--- config.mk ---
export PLATFORM = sky130hd
export DESIGN_NAME = if_pc_gen
export DESIGN_NICKNAME = d
export VERILOG_FILES = /design/src/rtl/if_pc_gen_pkg.sv /design/src/rtl/if_pc_gen_npc_calc.sv /design/src/rtl/if_pc_gen.sv
export SDC_FILE = /design/constraint.sdc
export NUM_CORES = 1
export LEC_CHECK = 0
export ABC_CLOCK_PERIOD_IN_PS = 3140
export CAP_MARGIN = 20
export CORE_MARGIN = 2
export CORE_UTILIZATION = 41
export DETAILED_ROUTE_END_ITERATION = 12
export PLACE_DENSITY = 0.78
export SYNTH_ARGS = -nofsm -noshare
export SYNTH_HDL_FRONTEND = slang
export SYNTH_SLANG_ARGS = --single-unit
--- constraint.sdc ---
create_clock -name Clk -period 3.14 [get_ports Clk]
set_clock_uncertainty 0.15 [all_clocks]
set_input_delay 0.628 -clock Clk [delete_from_list [all_inputs] [get_ports Clk]]
set_output_delay 0.628 -clock Clk [all_outputs]
set_load 0.01 [all_outputs]
--- src/rtl/if_pc_gen_pkg.sv ---
// Shared definitions for the fetch-stage PC generator: next-PC select codes
// and default address map.
package if_pc_gen_pkg;

  typedef enum logic [1:0] {
    NPC_SEQ = 2'b00,
    NPC_BR  = 2'b01,
    NPC_J   = 2'b10,
    NPC_JR  = 2'b11
  } npc_op_e;

  localparam logic [31:0] RESET_PC_DEFAULT = 32'h0000_3000;
  localparam logic [31:0] PC_LO_DEFAULT    = 32'h0000_3000;
  localparam logic [31:0] PC_HI_DEFAULT    = 32'h0000_4FFC;

endpackage

--- src/rtl/if_pc_gen_npc_calc.sv ---
// Combinational next-PC selection: sequential, branch, j/jal and jr targets,
// plus the PC+4 / PC+8 values derived from the current fetch PC.
module npc_calc
  import if_pc_gen_pkg::*;
(
  input  logic [31:0] pc,
  input  logic [1:0]  npc_op,
  input  logic [31:0] id_pc4,
  input  logic [15:0] imm16,
  input  logic [25:0] index26,
  input  logic [31:0] rs_data,
  output logic [31:0] npc,
  output logic [31:0] pc4,
  output logic [31:0] pc8
);

  logic [31:0] br_offset;
  logic [31:0] br_target;
  logic [31:0] j_target;

  assign pc4       = pc + 32'd4;
  assign pc8       = pc + 32'd8;
  // Branch offset is relative to the branch's own PC+4 (delay-slot semantics).
  assign br_offset = {{14{imm16[15]}}, imm16, 2'b00};
  assign br_target = id_pc4 + br_offset;
  assign j_target  = {id_pc4[31:28], index26, 2'b00};

  always_comb begin
    npc = pc4;
    case (npc_op)
      NPC_SEQ: npc = pc4;
      NPC_BR:  npc = br_target;
      NPC_J:   npc = j_target;
      NPC_JR:  npc = rs_data;
      default: npc = pc4;
    endcase
  end

endmodule

--- src/rtl/if_pc_gen.sv ---
// Fetch PC register and fetch counter for the five-stage pipeline.
// Optional feature macro: IFU_PC_RANGE_CHECK_EN (address range/alignment check with hold).
module if_pc_gen
  import if_pc_gen_pkg::*;
#(
  parameter logic [31:0] RESET_PC = RESET_PC_DEFAULT,
  parameter logic [31:0] PC_LO    = PC_LO_DEFAULT,
  parameter logic [31:0] PC_HI    = PC_HI_DEFAULT
) (
  input  logic        Clk,
  input  logic        Reset,
  input  logic        Stall,
  input  logic [1:0]  NPCOp,
  input  logic [31:0] ID_PC4,
  input  logic [15:0] Imm16,
  input  logic [25:0] Index26,
  input  logic [31:0] RsData,
  output logic [31:0] PC,
  output logic [31:0] PC4,
  output logic [31:0] PC8,
  output logic [31:0] FetchCnt,
  output logic        PCErr
);

  logic [31:0] pc_reg;
  logic [31:0] pc_next;
  logic [31:0] fetch_cnt_reg;
  logic        pc_err;
  logic        hold;

  npc_calc u_npc_calc (
    .pc      (pc_reg),
    .npc_op  (NPCOp),
    .id_pc4  (ID_PC4),
    .imm16   (Imm16),
    .index26 (Index26),
    .rs_data (RsData),
    .npc     (pc_next),
    .pc4     (PC4),
    .pc8     (PC8)
  );

`ifdef IFU_PC_RANGE_CHECK_EN
  assign pc_err = (pc_reg < PC_LO) || (pc_reg > PC_HI) || (pc_reg[1:0] != 2'b00);
  // A bad fetch address freezes the front end until the next reset.
  assign hold   = Stall || pc_err;
`else
  logic unused_range;
  assign unused_range = ^{PC_LO, PC_HI};
  assign pc_err       = 1'b0;
  assign hold         = Stall;
`endif

  always_ff @(posedge Clk) begin
    if (Reset) begin
      pc_reg        <= RESET_PC;
      fetch_cnt_reg <= 32'd0;
    end else if (!hold) begin
      pc_reg        <= pc_next;
      fetch_cnt_reg <= fetch_cnt_reg + 32'd1;
    end
  end

  assign PC       = pc_reg;
  assign FetchCnt = fetch_cnt_reg;
  assign PCErr    = pc_err;

endmodule

==> results of run 1 <==
[logic make-up after synthesis]
group	synth area share
xor gates and xnor gates	0.1437
buffers and inverters	0.05998
DFF	0.2041
muxes	0.09147
and+or+nand+nor	0.2585
other	0.0005973
AOI/OAI and AO/OA	0.1748
adders and majority gates	0.06696
[sequential cells by signal, indices dropped and copies added, names as in the netlist]
signal,cells
PC,32
FetchCnt,32
[per-stage QoR]
step	power (W)	cell area, µm²	setup TNS [ns]
6_report	0.003441	10110	0
5_1_grt	0.003591	10110	-0.1555
4_1_cts	0.003417	9955	-0.1958
3_5_place_dp	0.002222	9485	-5.447
3_3_place_gp	0.002206	9485	-4.671
2_1_floorplan	0.001557	6281	0
[synthesized netlist by cell type (7+ instances only)]
master | instances | area (µm²)
nor2_1 | 82 | 307.8
buf_4 | 7 | 52.55
mux4_2 | 16 | 360.4
or3_1 | 9 | 56.30
clkbuf_1 | 29 | 108.9
dfxtp_1 | 64 | 1281
nand2_1 | 74 | 277.8
nor3_1 | 19 | 95.09
a21oi_1 | 48 | 240.2
nand3_1 | 36 | 180.2
nand2b_1 | 7 | 43.79
nand4_1 | 20 | 125.1
o21ai_0 | 30 | 150.1
and3_1 | 12 | 75.07
mux2i_1 | 18 | 180.2
inv_1 | 14 | 52.55
buf_2 | 11 | 55.05
xnor2_1 | 55 | 481.7
nor2b_1 | 12 | 75.07
a211oi_1 | 7 | 52.55
xor2_1 | 48 | 420.4
ha_1 | 32 | 400.4
a31oi_1 | 8 | 50.05
a21o_1 | 22 | 165.2
[routing by layer]
layer / global-route usage / vias to the layer above / wire length (µm) / part of all wire
met4: 0.09567 / 0 / 694 / 0.030
met3: 0.04549 / 48 / 1895 / 0.082
met2: 0.4586 / 328 / 10990 / 0.47
met1: 0.3762 / 3412 / 9616 / 0.41
met5: 0 / - / 0 / 0
li1: - / 3482 / - / -
[power groups by stage]
stage / registers [W] / logic [W] / clock network, W
2_1_floorplan: 0.000929 / 0.000629 / 0
3_3_place_gp: 0.000926 / 0.00128 / 0
3_5_place_dp: 0.000928 / 0.00129 / 0
4_1_cts: 0.000915 / 0.00129 / 0.00121
5_1_grt: 0.000925 / 0.00142 / 0.00124
6_report: 0.000919 / 0.00133 / 0.00120
[area by class of cell]
class | instances | share of cell area
diodes | 1 | 0.0002474
inverters | 14 | 0.005195
clock inverters | 7 | 0.01237
repair buffers | 375 | 0.3326
multi-input cells | 652 | 0.4759
clock buffers | 9 | 0.02227
well taps | 188 | 0.02326
flip-flops and latches | 64 | 0.1282
[how the worst max path moves through the flow]
stage          startpoint  slack [ns]       to
2_1_floorplan   ID_PC4[2]       0.005   PC[22]
3_3_place_gp     Imm16[0]       -0.42   PC[20]
3_5_place_dp    ID_PC4[2]       -0.49   PC[20]
4_1_cts             PC[7]       -0.18  PC8[30]
5_1_grt             PC[7]       -0.08  PC8[26]
6_report            PC[7]      0.0004  PC8[26]
[critical path: stages, from the launching register on]
cell     delay, ns
dfxtp_2       0.35
nand3_4       0.07
or2_2         0.31
nor2_2        0.14
nand2_1       0.12
nor2_2        0.11
nand4_1       0.17
buf_4         0.19
buf_4         0.12
buf_4         0.12
xnor2_1       0.15
buf_2         0.16
[what timing repair did]
action	4_1_cts	5_1_grt
buffers inserted	8	5
endpoints found under the setup margin	37	28
resized for setup	60	38
pin swaps	15	8
==> reports/qor.csv, run 1 <==
stage,metric,value,unit
pwr,ir_drop,0.2186,mV
clocking,ctsHoldBuffers,0,
floorplan,core_area,15090,µm²
clocking,root_buffer,clkbuf_16,
synthesis,synth_edf_count,0,
pwr,pwr-share-seq,0.267,
layout,fin_cells,1310,
synthesis,yosys_warnings,0,
grt,track_usage,0.2804,
setup_path,worstPathArrival,2.36,ns
floorplan,dieArea,16320,µm²
layout,final_common_cell,clkdlybuf4s50_1,
timing,hold_slack,0.3571,ns
route,vias,7270,
hold_path,hold_depth,2,
grt,antenna_found_initial,1,
layout,finish.utilization,0.6703,
setup_path,endpoint_kind,primary output,
clocking,cts_tree,built,
route,final_antenna_net_count,0,
synthesis,synth_seq_area_share,0.2041,
grt,grt_pass1_wl,36600,µm
layout,layout-drive-gt1-share,0.2266,
timing,layout_min_cycle_time,3.140,ns
flow_run,drv_cap,0,
clocking,worstSkewPairLatency,0.34,ns
timing,rsz0062_at_grt,true,
grt,grt_pass1_vias,7008,
pwr,pwr-share-clk,0.347,
placement,dp_cells,1280,
route,drtIter0Drc,582,
hold_path,hold_end,FetchCnt[26],
pwr,p_int,0.002357,W
timing,setup_ws,0.0004412,ns
timing,fin_crit_sh,0.9999,
floorplan,die_h,127.7,µm
timing,fmax,318.5,MHz
layout,num-fill-cells,1245,
placement,post-dp-hpwl,18610,µm
pwr,p_sw,0.001084,W
pwr,swShare,0.3150,
pwr,p_leak,4.293,nW
pwr,share_comb_of_total_power,0.386,
synthesis,synth_cell_type_count,84,
floorplan,io_pins,240,
placement,portBuffers,238,
status,status,finished clean,
route,wl_per_cell,17.70,µm
synthesis,synth_seq_cells,64,
route,drc_errors,0,
clocking,clockBufferDepth,2,
route,first_pass_iters,5,
setup_path,rr_startpoint,PC[9],
synthesis,synthArstFlopShare,0,
layout,regArea,1296,µm²
setup_path,rr_worst_depth,10,
setup_path,crit_type,reg -> out,
grt,grt_max_degree,30,
timing,slew_headroom,0.3379,
floorplan,start_util,0.4161,
timing,tightestPinTransition,0.9894,ns
synthesis,syn-cell-area,6279,µm²
clocking,htreeDepth,3,
grt,grt.overflow.total,0,
clocking,cts_made_buffers,9,
clocking,cts.clk_slew.worst_paths,0.06,ns
pwr,power_density,340.2,nW/µm²
hold_path,hp-class,reg -> reg,
route,wl,23190,µm
clocking,cts_sinks,64,
hold_path,hp-start,FetchCnt[26],
layout,area_delta_synth_final,61.10,%
timing,hold_viol_final,0,
synthesis,syn_inst,787,
setup_path,start_kind,flip-flop,
placement,place.gp.congestion,0.9532,
setup_path,rrSetupSlack,0.50,ns
timing,setup-violations-final,0,
placement,pre_cts_ws,-0.4852,ns
route,viasPerCell,5.550,
synthesis,syn-mean-instance-area,7.978,µm²
synthesis,ys.flop_type,dfxtp_1,
layout,multi_input_area,4813,µm²
synthesis,syn_nets,931,
setup_path,path_max_fanout,3,
setup_path,r2r_end,PC[22],
setup_path,crit_required,2.36,ns
layout,nNetsFinal,1260,
floorplan,rows,45,
floorplan,die_x,127.7,µm
layout,mostFrequentLayoutCells,"clkdlybuf4s50_1, buf_4, nor2_1, nand2_1, dfxtp_1",
timing,maxSlewViolCount,0,
Power figures use the tool's default switching activity.
==> run 2, diff against run 1 <==
--- a/config.mk
+++ b/config.mk
@@ -5,12 +5,13 @@
 export SDC_FILE = /design/constraint.sdc
 export NUM_CORES = 1
 export LEC_CHECK = 0
-export ABC_CLOCK_PERIOD_IN_PS = 3140
+export ABC_CLOCK_PERIOD_IN_PS = 2800
 export CAP_MARGIN = 20
 export CORE_MARGIN = 2
 export CORE_UTILIZATION = 41
 export DETAILED_ROUTE_END_ITERATION = 12
-export PLACE_DENSITY = 0.78
+export PLACE_DENSITY = 0.79
 export SYNTH_ARGS = -nofsm -noshare
 export SYNTH_HDL_FRONTEND = slang
+export SYNTH_HIERARCHICAL = 1
 export SYNTH_SLANG_ARGS = --single-unit
==> constraint.sdc (replaced) <==
create_clock -name Clk -period 2.8 [get_ports Clk]
set_clock_uncertainty 0.15 [all_clocks]
set_input_delay 0.56 -clock Clk [delete_from_list [all_inputs] [get_ports Clk]]
set_output_delay 0.56 -clock Clk [all_outputs]
set_load 0.01 [all_outputs]
==> run 2 against run 1 <==
Effect of this change: the flow now finishes with violations (setup timing); combinational power is 38% higher; design area rose by 12%; critical path depth is 1 higher; total power increased by 18%; synthesized cell count fell by 6.9%; utilization increased by 11 points; critical endpoint is now PC[31].
==> reports/qor.csv, run 2 <==
stage,metric,value,unit,change
synthesis,syn-mean-instance-area,8.342,µm²,was 7.978 µm²
route,first_pass_iters,5,,unchanged
floorplan,core_area,14530,µm²,was 15090 µm²
placement,place_area,9927,µm²,was 9485 µm²
clocking,cts_tree,built,,unchanged
grt,grt_pass1_vias,7699,,was 7008
route,viasPerCell,5.900,,was 5.550
pwr,p_sw,0.001304,W,was 0.001084 W
layout,num-fill-cells,922,,was 1245
setup_path,crit_type,in -> reg,,was reg -> out
synthesis,synth_seq_area_share,0.2095,,was 0.2041
grt,grt_max_degree,38,,was 30
timing,setup_ws,-0.1887,ns,was 0.0004412 ns
setup_path,endpoint_kind,flip-flop,,was primary output
route,drc_errors,0,,unchanged
layout,final_area,11290,µm²,was 10110 µm²
layout,nNetsFinal,1280,,was 1260
timing,hold_viol_final,0,,unchanged
pwr,power_density,359.8,nW/µm²,was 340.2 nW/µm²
flow_run,drv_cap,0,,unchanged
synthesis,synthArstFlopShare,0,,unchanged
pwr,p_int,0.002757,W,was 0.002357 W
setup_path,start_kind,input port,,was flip-flop
pwr,pwr-share-clk,0.301,,was 0.347
setup_path,worstPathArrival,3.03,ns,was 2.36 ns
route,wl_per_cell,21.03,µm,was 17.70 µm
clocking,cts_made_buffers,9,,unchanged
clocking,cts.clk_slew.worst_paths,0.06,ns,about the same
timing,setup-violations-final,19,,was 0
floorplan,die_x,126.1,µm,was 127.7 µm
synthesis,syn_inst,733,,was 787
layout,area_delta_synth_final,84.57,%,was 61.10%
placement,post-dp-hpwl,19460,µm,was 18610 µm
timing,maxSlewViolCount,0,,unchanged
synthesis,yosys-top-cells-count,"nor2_1, dfxtp_1, xnor2_1, nand2_1, a21oi_1",,"was nor2_1, nand2_1, dfxtp_1, xnor2_1"
synthesis,ys.flop_type,dfxtp_1,,unchanged
route,vias,7811,,was 7270
timing,fin_crit_sh,1.067,,
clocking,root_buffer,clkbuf_16,,unchanged
synthesis,synth.area.top_cells,"dfxtp_1, mux4_2, xnor2_1, ha_1, mux2i_1",,"was dfxtp_1, xnor2_1, xor2_1, ha_1, mux4_2"
pwr,p_leak,4.868,nW,was 4.293 nW
grt,grt.overflow.total,0,,unchanged
synthesis,syn-cell-area,6115,µm²,was 6279 µm²
setup_path,crit_required,2.85,ns,was 2.36 ns
layout,num_antenna_cells,0,,was 1
layout,final_common_cell,buf_4,,was clkdlybuf4s50_1
setup_path,crit_chain,buf_6 -> ha_4 -> nand2_4 -> nor3_4 -> o2111ai_2 -> a21oi_2 -> a31oi_4 -> o31ai_2 -> xnor2_1 -> mux4_2 -> mux2i_1 -> nor2_1,,was nand3_4 -> or2_2 -> nor2_2 -> nand2_1 -> nor2_2 -> nand4_1 -> buf_4 -> buf_4 -> buf_4 -> xnor2_1 -> buf_2
grt,antenna_found_initial,0,,was 1
floorplan,io_pins,240,,unchanged
clocking,htreeDepth,3,,unchanged
pwr,pwr-share-seq,0.246,,was 0.267
timing,layout_min_cycle_time,2.989,ns,
setup_path,path_max_fanout,3,,unchanged
synthesis,yosysTopAreaCellShare,0.2095,,was 0.2041
timing,fin_setup_tns,-1.710,ns,was 0 ns
pwr,swShare,0.3211,,was 0.3150
floorplan,start_util,0.4207,,was 0.4161
timing,fmax,334.6,MHz,
synthesis,synth_cell_type_count,65,,was 84
route,final_antenna_net_count,0,,unchanged
synthesis,synth_edf_count,0,,unchanged
hold_path,hp-class,reg -> reg,,unchanged
floorplan,dieArea,15910,µm²,was 16320 µm²
status,status,"complete, but fails checks",,was finished clean
placement,place.gp.congestion,0.9516,,was 0.9532
setup_path,critPathTopFamily,compound AO/OA/AOI/OAI gates,,was simple AND/OR/NAND/NOR gates
setup_path,worst-path-buf-inv,1,,was 4
timing,rsz0062_at_grt,true,,unchanged
grt,track_usage,0.3171,,was 0.2804
layout,layout-drive-gt1-share,0.4228,,was 0.2266
status,violations,setup timing,,
clocking,worstSkewPairLatency,0.33,ns,was 0.34 ns
clocking,clockBufferDepth,2,,unchanged
setup_path,cpPeakStageDelay,0.48,ns,was 0.35 ns
grt,grt_pass1_wl,40460,µm,was 36600 µm
floorplan,die_h,126.1,µm,was 127.7 µm
clocking,cts_sinks,64,,unchanged
setup_path,cp_slowest_cell,mux4_2,,was dfxtp_2
synthesis,syn_nets,877,,was 931
placement,portBuffers,238,,unchanged
timing,slew_headroom,0.5461,,was 0.3379
synthesis,synthMostInstantiatedCell,nor2_1,,unchanged
synthesis,yosys_warnings,6,,was 0
route,drtIter0Drc,805,,was 582
route,wl,27850,µm,was 23190 µm
timing,tightestPinTransition,0.6809,ns,was 0.9894 ns
synthesis,yosysTopAreaCell,dfxtp_1,,unchanged
pwr,share_comb_of_total_power,0.453,,was 0.386
layout,mostFrequentLayoutCells,"buf_4, clkdlybuf4s50_1, nor2_1, dfxtp_1, xnor2_1",,"was clkdlybuf4s50_1, buf_4, nor2_1, nand2_1, dfxtp_1"
pwr,ir_drop,0.3718,mV,was 0.2186 mV
synthesis,synth_seq_cells,64,,unchanged
floorplan,rows,44,,was 45
run 2: cell count changes after synthesis, moves of 11 or more:
cell     delta
nand2_1    -20
mux2i_1    +17
xor2_1     -17
o21ai_0    -16
or4_1      +14
o31ai_1    +12
mux4_2     +11
run 2: worst reg2reg max path: stages (launching register included):
cell and delay (ns):
dfxtp_4 0.37, nand4_1 0.12, buf_6 0.15, nor4_4 0.24
nand4_1 0.27, nor2_4 0.21, buf_6 0.14, nand2_4 0.06
xnor2_2 0.15, buf_4 0.13, mux4_2 0.43, and2_4 0.14
mux2i_1 0.12, nor2_1 0.06
run 2: repair_timing:
item                                    in CTS  in global routing
buffers inserted                            31                 17
endpoints found under the setup margin      68                 57
gates resized for setup                    329                135
hold endpoints to repair                     0                  0
pin swaps                                   91                 55
hold buffers                                 0                  0
cloned                                       0                  0
run 2: metal layers:
layer  vias up  GRT usage  wire [µm]  share of wire
met4         0    0.09502        978          0.035
met1      3782     0.3960      10770           0.39
met2       465     0.5465      13670           0.49
met5         -          0          0              0
met3        89    0.07137       2431          0.087
li1       3475          -          -              -
run 2: final timing paths:
path / end / slack, ns / cells past startpoint / start
worst min register to register: FetchCnt[31] / 0.36 / 2 / FetchCnt[31]
worst max register to register: PC[30] / -0.07 / 13 / PC[9]
worst max-delay path: PC[31] / -0.19 / 12 / ID_PC4[6]
worst min-delay path: FetchCnt[31] / 0.36 / 2 / FetchCnt[31]
run 2: logic make-up (layout without fill, tap and decap cells):
group / after synthesis / count (layout) / share of synthesized area
muxes: 66 / 66 / 0.1641
and+or+nand+nor: 264 / 264 / 0.2214
xor gates and xnor gates: 92 / 92 / 0.1318
AOI/OAI and AO/OA: 139 / 139 / 0.1494
buffers and inverters: 74 / 481 / 0.05443
DFF: 64 / 64 / 0.2095
adders and majority gates: 33 / 33 / 0.06875
other: 1 / 1 / 0.0006133
run 2: power by group through the flow:
stage | logic, W | registers, W | clock network (W)
floorplan | 0.000727 | 0.00105 | 0
global placement | 0.00156 | 0.00100 | 0
detailed placement | 0.00159 | 0.00101 | 0
CTS | 0.00167 | 0.000995 | 0.00123
global route | 0.00192 | 0.00100 | 0.00128
finish | 0.00184 | 0.000998 | 0.00122
run 2: cell type report:
cell class                      count  area (µm²)  share of cell area
Clock buffer                       12       256.5             0.02273
Clock inverter                      3       65.06            0.005765
Inverter                           18       67.56            0.005987
Multi-Input combinational cell    595        5539              0.4908
Sequential cell                    64        1304              0.1155
Tap cell                          184       230.2             0.02040
Timing Repair Buffer              448        3824              0.3388
run 2: per-stage QoR:
step	instances	setup WS [ns]	utilization	hold slack [ns]	total power [W]
2_1_floorplan	733	-0.1959	-	0.3459	0.001772
3_3_place_gp	1266	-0.8931	0.6830	0.3338	0.002569
3_5_place_dp	1266	-1.012	0.6830	0.3523	0.002592
4_1_cts	1310	-0.1532	0.7479	0.3595	0.003890
5_1_grt	1324	-0.2512	0.7765	0.3952	0.004205
6_report	1324	-0.1887	0.7765	0.3637	0.004060
==> run 3, diff against run 2 <==
--- a/config.mk
+++ b/config.mk
@@ -7,8 +7,8 @@
 export LEC_CHECK = 0
 export ABC_CLOCK_PERIOD_IN_PS = 2800
 export CAP_MARGIN = 20
-export CORE_MARGIN = 2
 export CORE_UTILIZATION = 41
+export CTS_BUF_LIST = sky130_fd_sc_hd__clkbuf_8
 export DETAILED_ROUTE_END_ITERATION = 12
 export PLACE_DENSITY = 0.79
 export SYNTH_ARGS = -nofsm -noshare
==> run 3 against run 2 <==
Effect of this change: the run still ends with setup timing left; fmax decreased by 0.63%; largest cell class unchanged; total power decreased by 8.5%; largest power group unchanged; highest routed layer unchanged; count of clock-buffer cells in the layout decreased by 2; critical path depth decreased by 3.
==> reports/qor.csv, run 3 (synthesis results as in run 2) <==
stage,metric,value,unit,change
status,status,"complete, but fails checks",,unchanged
status,violations,setup timing,,unchanged
route,wl_per_cell,21.48,µm,was 21.03 µm
route,vias,8115,,was 7811
placement,dp_cells,1276,,was 1266
pwr,pwr-share-seq,0.269,,was 0.246
timing,setup_ws,-0.2076,ns,was -0.1887 ns
pwr,p_int,0.002383,W,was 0.002757 W
floorplan,dieArea,15410,µm²,was 15910 µm²
floorplan,die_x,124.1,µm,was 126.1 µm
grt,grt_pass1_wl,39010,µm,was 40460 µm
setup_path,endpoint_kind,primary output,,was flip-flop
route,first_pass_iters,6,,was 5
timing,hold_viol_final,0,,unchanged
timing,tightestPinTransition,0.7616,ns,was 0.6809 ns
pwr,ir_drop,0.2267,mV,was 0.3718 mV
placement,post-dp-hpwl,18900,µm,was 19460 µm
timing,maxSlewViolCount,0,,unchanged
pwr,p_leak,5.004,nW,was 4.868 nW
grt,track_usage,0.3343,,was 0.3171
floorplan,start_util,0.4207,,unchanged
setup_path,crit_type,reg -> out,,was in -> reg
setup_path,start_kind,flip-flop,,was input port
clocking,cts.clk_slew.worst_paths,0.07,ns,was 0.06 ns
setup_path,path_max_fanout,4,,was 3
layout,layout-drive-gt1-share,0.4361,,was 0.4228
placement,place.gp.congestion,0.9655,,was 0.9516
pwr,share_comb_of_total_power,0.506,,was 0.453
flow_run,drv_cap,0,,unchanged
layout,nNetsFinal,1298,,was 1280
route,viasPerCell,6.047,,was 5.900
route,drtIter0Drc,982,,was 805
pwr,pwr-share-clk,0.225,,was 0.301
pwr,swShare,0.3583,,was 0.3211
timing,fmax,332.5,MHz,was 334.6 MHz
clocking,cts_tree,built,,unchanged
pwr,power_density,325.9,nW/µm²,was 359.8 nW/µm²
floorplan,rows,44,,unchanged
timing,setup-violations-final,37,,was 19
layout,finish.utilization,0.7840,,was 0.7765
floorplan,io_pins,240,,unchanged
timing,layout_min_cycle_time,3.008,ns,was 2.989 ns
timing,slew_headroom,0.4922,,was 0.5461
grt,grt.overflow.total,0,,unchanged
route,wl,28830,µm,was 27850 µm
grt,grt_max_degree,35,,was 38
clocking,clockBufferDepth,2,,unchanged
floorplan,core_area,14530,µm²,unchanged
timing,fin_setup_tns,-3.129,ns,was -1.710 ns
clocking,worstSkewPairLatency,0.38,ns,was 0.33 ns
route,drc_errors,0,,unchanged
layout,fin_cells,1342,,was 1324
timing,rsz0062_at_grt,true,,unchanged
floorplan,die_h,124.1,µm,was 126.1 µm
setup_path,worstPathArrival,2.30,ns,was 3.03 ns
clocking,root_buffer,clkbuf_8,,was clkbuf_16
layout,final_common_cell,buf_4,,unchanged
pwr,p_sw,0.001331,W,was 0.001304 W
route,final_antenna_net_count,0,,unchanged
pwr,power,0.003714,W,was 0.004060 W
clocking,cts_made_buffers,9,,unchanged
timing,fin_crit_sh,1.074,,was 1.067
grt,antenna_found_initial,0,,unchanged
clocking,cts_sinks,64,,unchanged
layout,area_delta_synth_final,86.35,%,was 84.57%
setup_path,crit_required,2.09,ns,was 2.85 ns
clocking,htreeDepth,3,,unchanged
placement,portBuffers,238,,unchanged
grt,grt_pass1_vias,7512,,was 7699
layout,mostFrequentLayoutCells,"buf_4, clkdlybuf4s50_1, nor2_1, dfxtp_1, xnor2_1",,unchanged
layout,num_antenna_cells,0,,unchanged
placement,pre_cts_ws,-0.9051,ns,was -1.012 ns
hold_path,hp-class,reg -> reg,,unchanged
## run 3: cell types whose count changed in the layout (fill, tap and decap cells not counted), moves of 4 or more
| cell | before | now |
|---|---|---|
| dlygate4sd2_1 | 13 | 6 |
| clkbuf_2 | 26 | 13 |
| clkbuf_8 | 2 | 10 |
| clkbuf_16 | 9 | 0 |
| buf_4 | 185 | 204 |
| buf_6 | 29 | 39 |
| clkdlybuf4s50_1 | 147 | 143 |
| buf_2 | 32 | 38 |
| dlymetal6s2s_1 | 7 | 12 |
## run 3: cell type report
cell class | count | area (µm²)
Clock buffer | 10 | 137.6
Clock inverter | 5 | 50.05
Fill cell | 882 | 3139
Inverter | 18 | 67.56
Multi-Input combinational cell | 595 | 5602
Sequential cell | 64 | 1297
Tap cell | 184 | 230.2
Timing Repair Buffer | 466 | 4010
## run 3: critical path: stages, from the launching register on
cell and delay (ns):
dfxtp_4 0.39, ha_4 0.16, nand3_4 0.08, nor4_4 0.29, nand4_1 0.26, nor2_4 0.22
buf_6 0.13, nand3_4 0.08, xnor2_2 0.16, buf_2 0.17
## run 3: path summary, 6_finish.rpt
kind	slack, ns	endpoint	depth (start not counted)	startpoint
setup / recovery	-0.21	PC4[26]	9	PC[3]
hold / removal	0.35	FetchCnt[21]	2	FetchCnt[21]
hold reg to reg	0.35	FetchCnt[21]	2	FetchCnt[21]
setup reg to reg	-0.11	PC[30]	13	PC[3]
## run 3: what timing repair did
action                                 in CTS  in global routing
hold buffers                                0                  0
setup endpoints to repair                  70                 65
gates resized for setup                   313                204
endpoints found under the hold margin       0                  0
pin swaps                                  75                 97
buffers inserted                           35                 21
## run 3: power groups by stage
stage	Combinational (W)	Clock (W)	Sequential [W]
detailed placement	0.00159	0	0.00101
CTS	0.00164	0.000818	0.000993
global route	0.00196	0.000868	0.00100
floorplan	0.000727	0	0.00105
global placement	0.00157	0	0.00101
finish	0.00188	0.000834	0.00100
## run 3: per-layer routing
layer | vias to the layer above | GRT usage | wire (µm)
li1 | 3495 | - | -
met4 | 0 | 0.1592 | 1487
met2 | 577 | 0.5521 | 13700
met3 | 151 | 0.04625 | 2714
met5 | - | 0 | 0
met1 | 3892 | 0.4273 | 10930
## run 3: per-stage QoR
| stage | area (µm²) | hold WS, ns |
|---|---|---|
| 5_1_grt | 11390 | 0.3829 |
| 4_1_cts | 10670 | 0.3549 |
| 3_5_place_dp | 9990 | 0.3484 |
| 3_3_place_gp | 9990 | 0.3337 |
| 6_report | 11390 | 0.3542 |
| 2_1_floorplan | 6317 | 0.3459 |
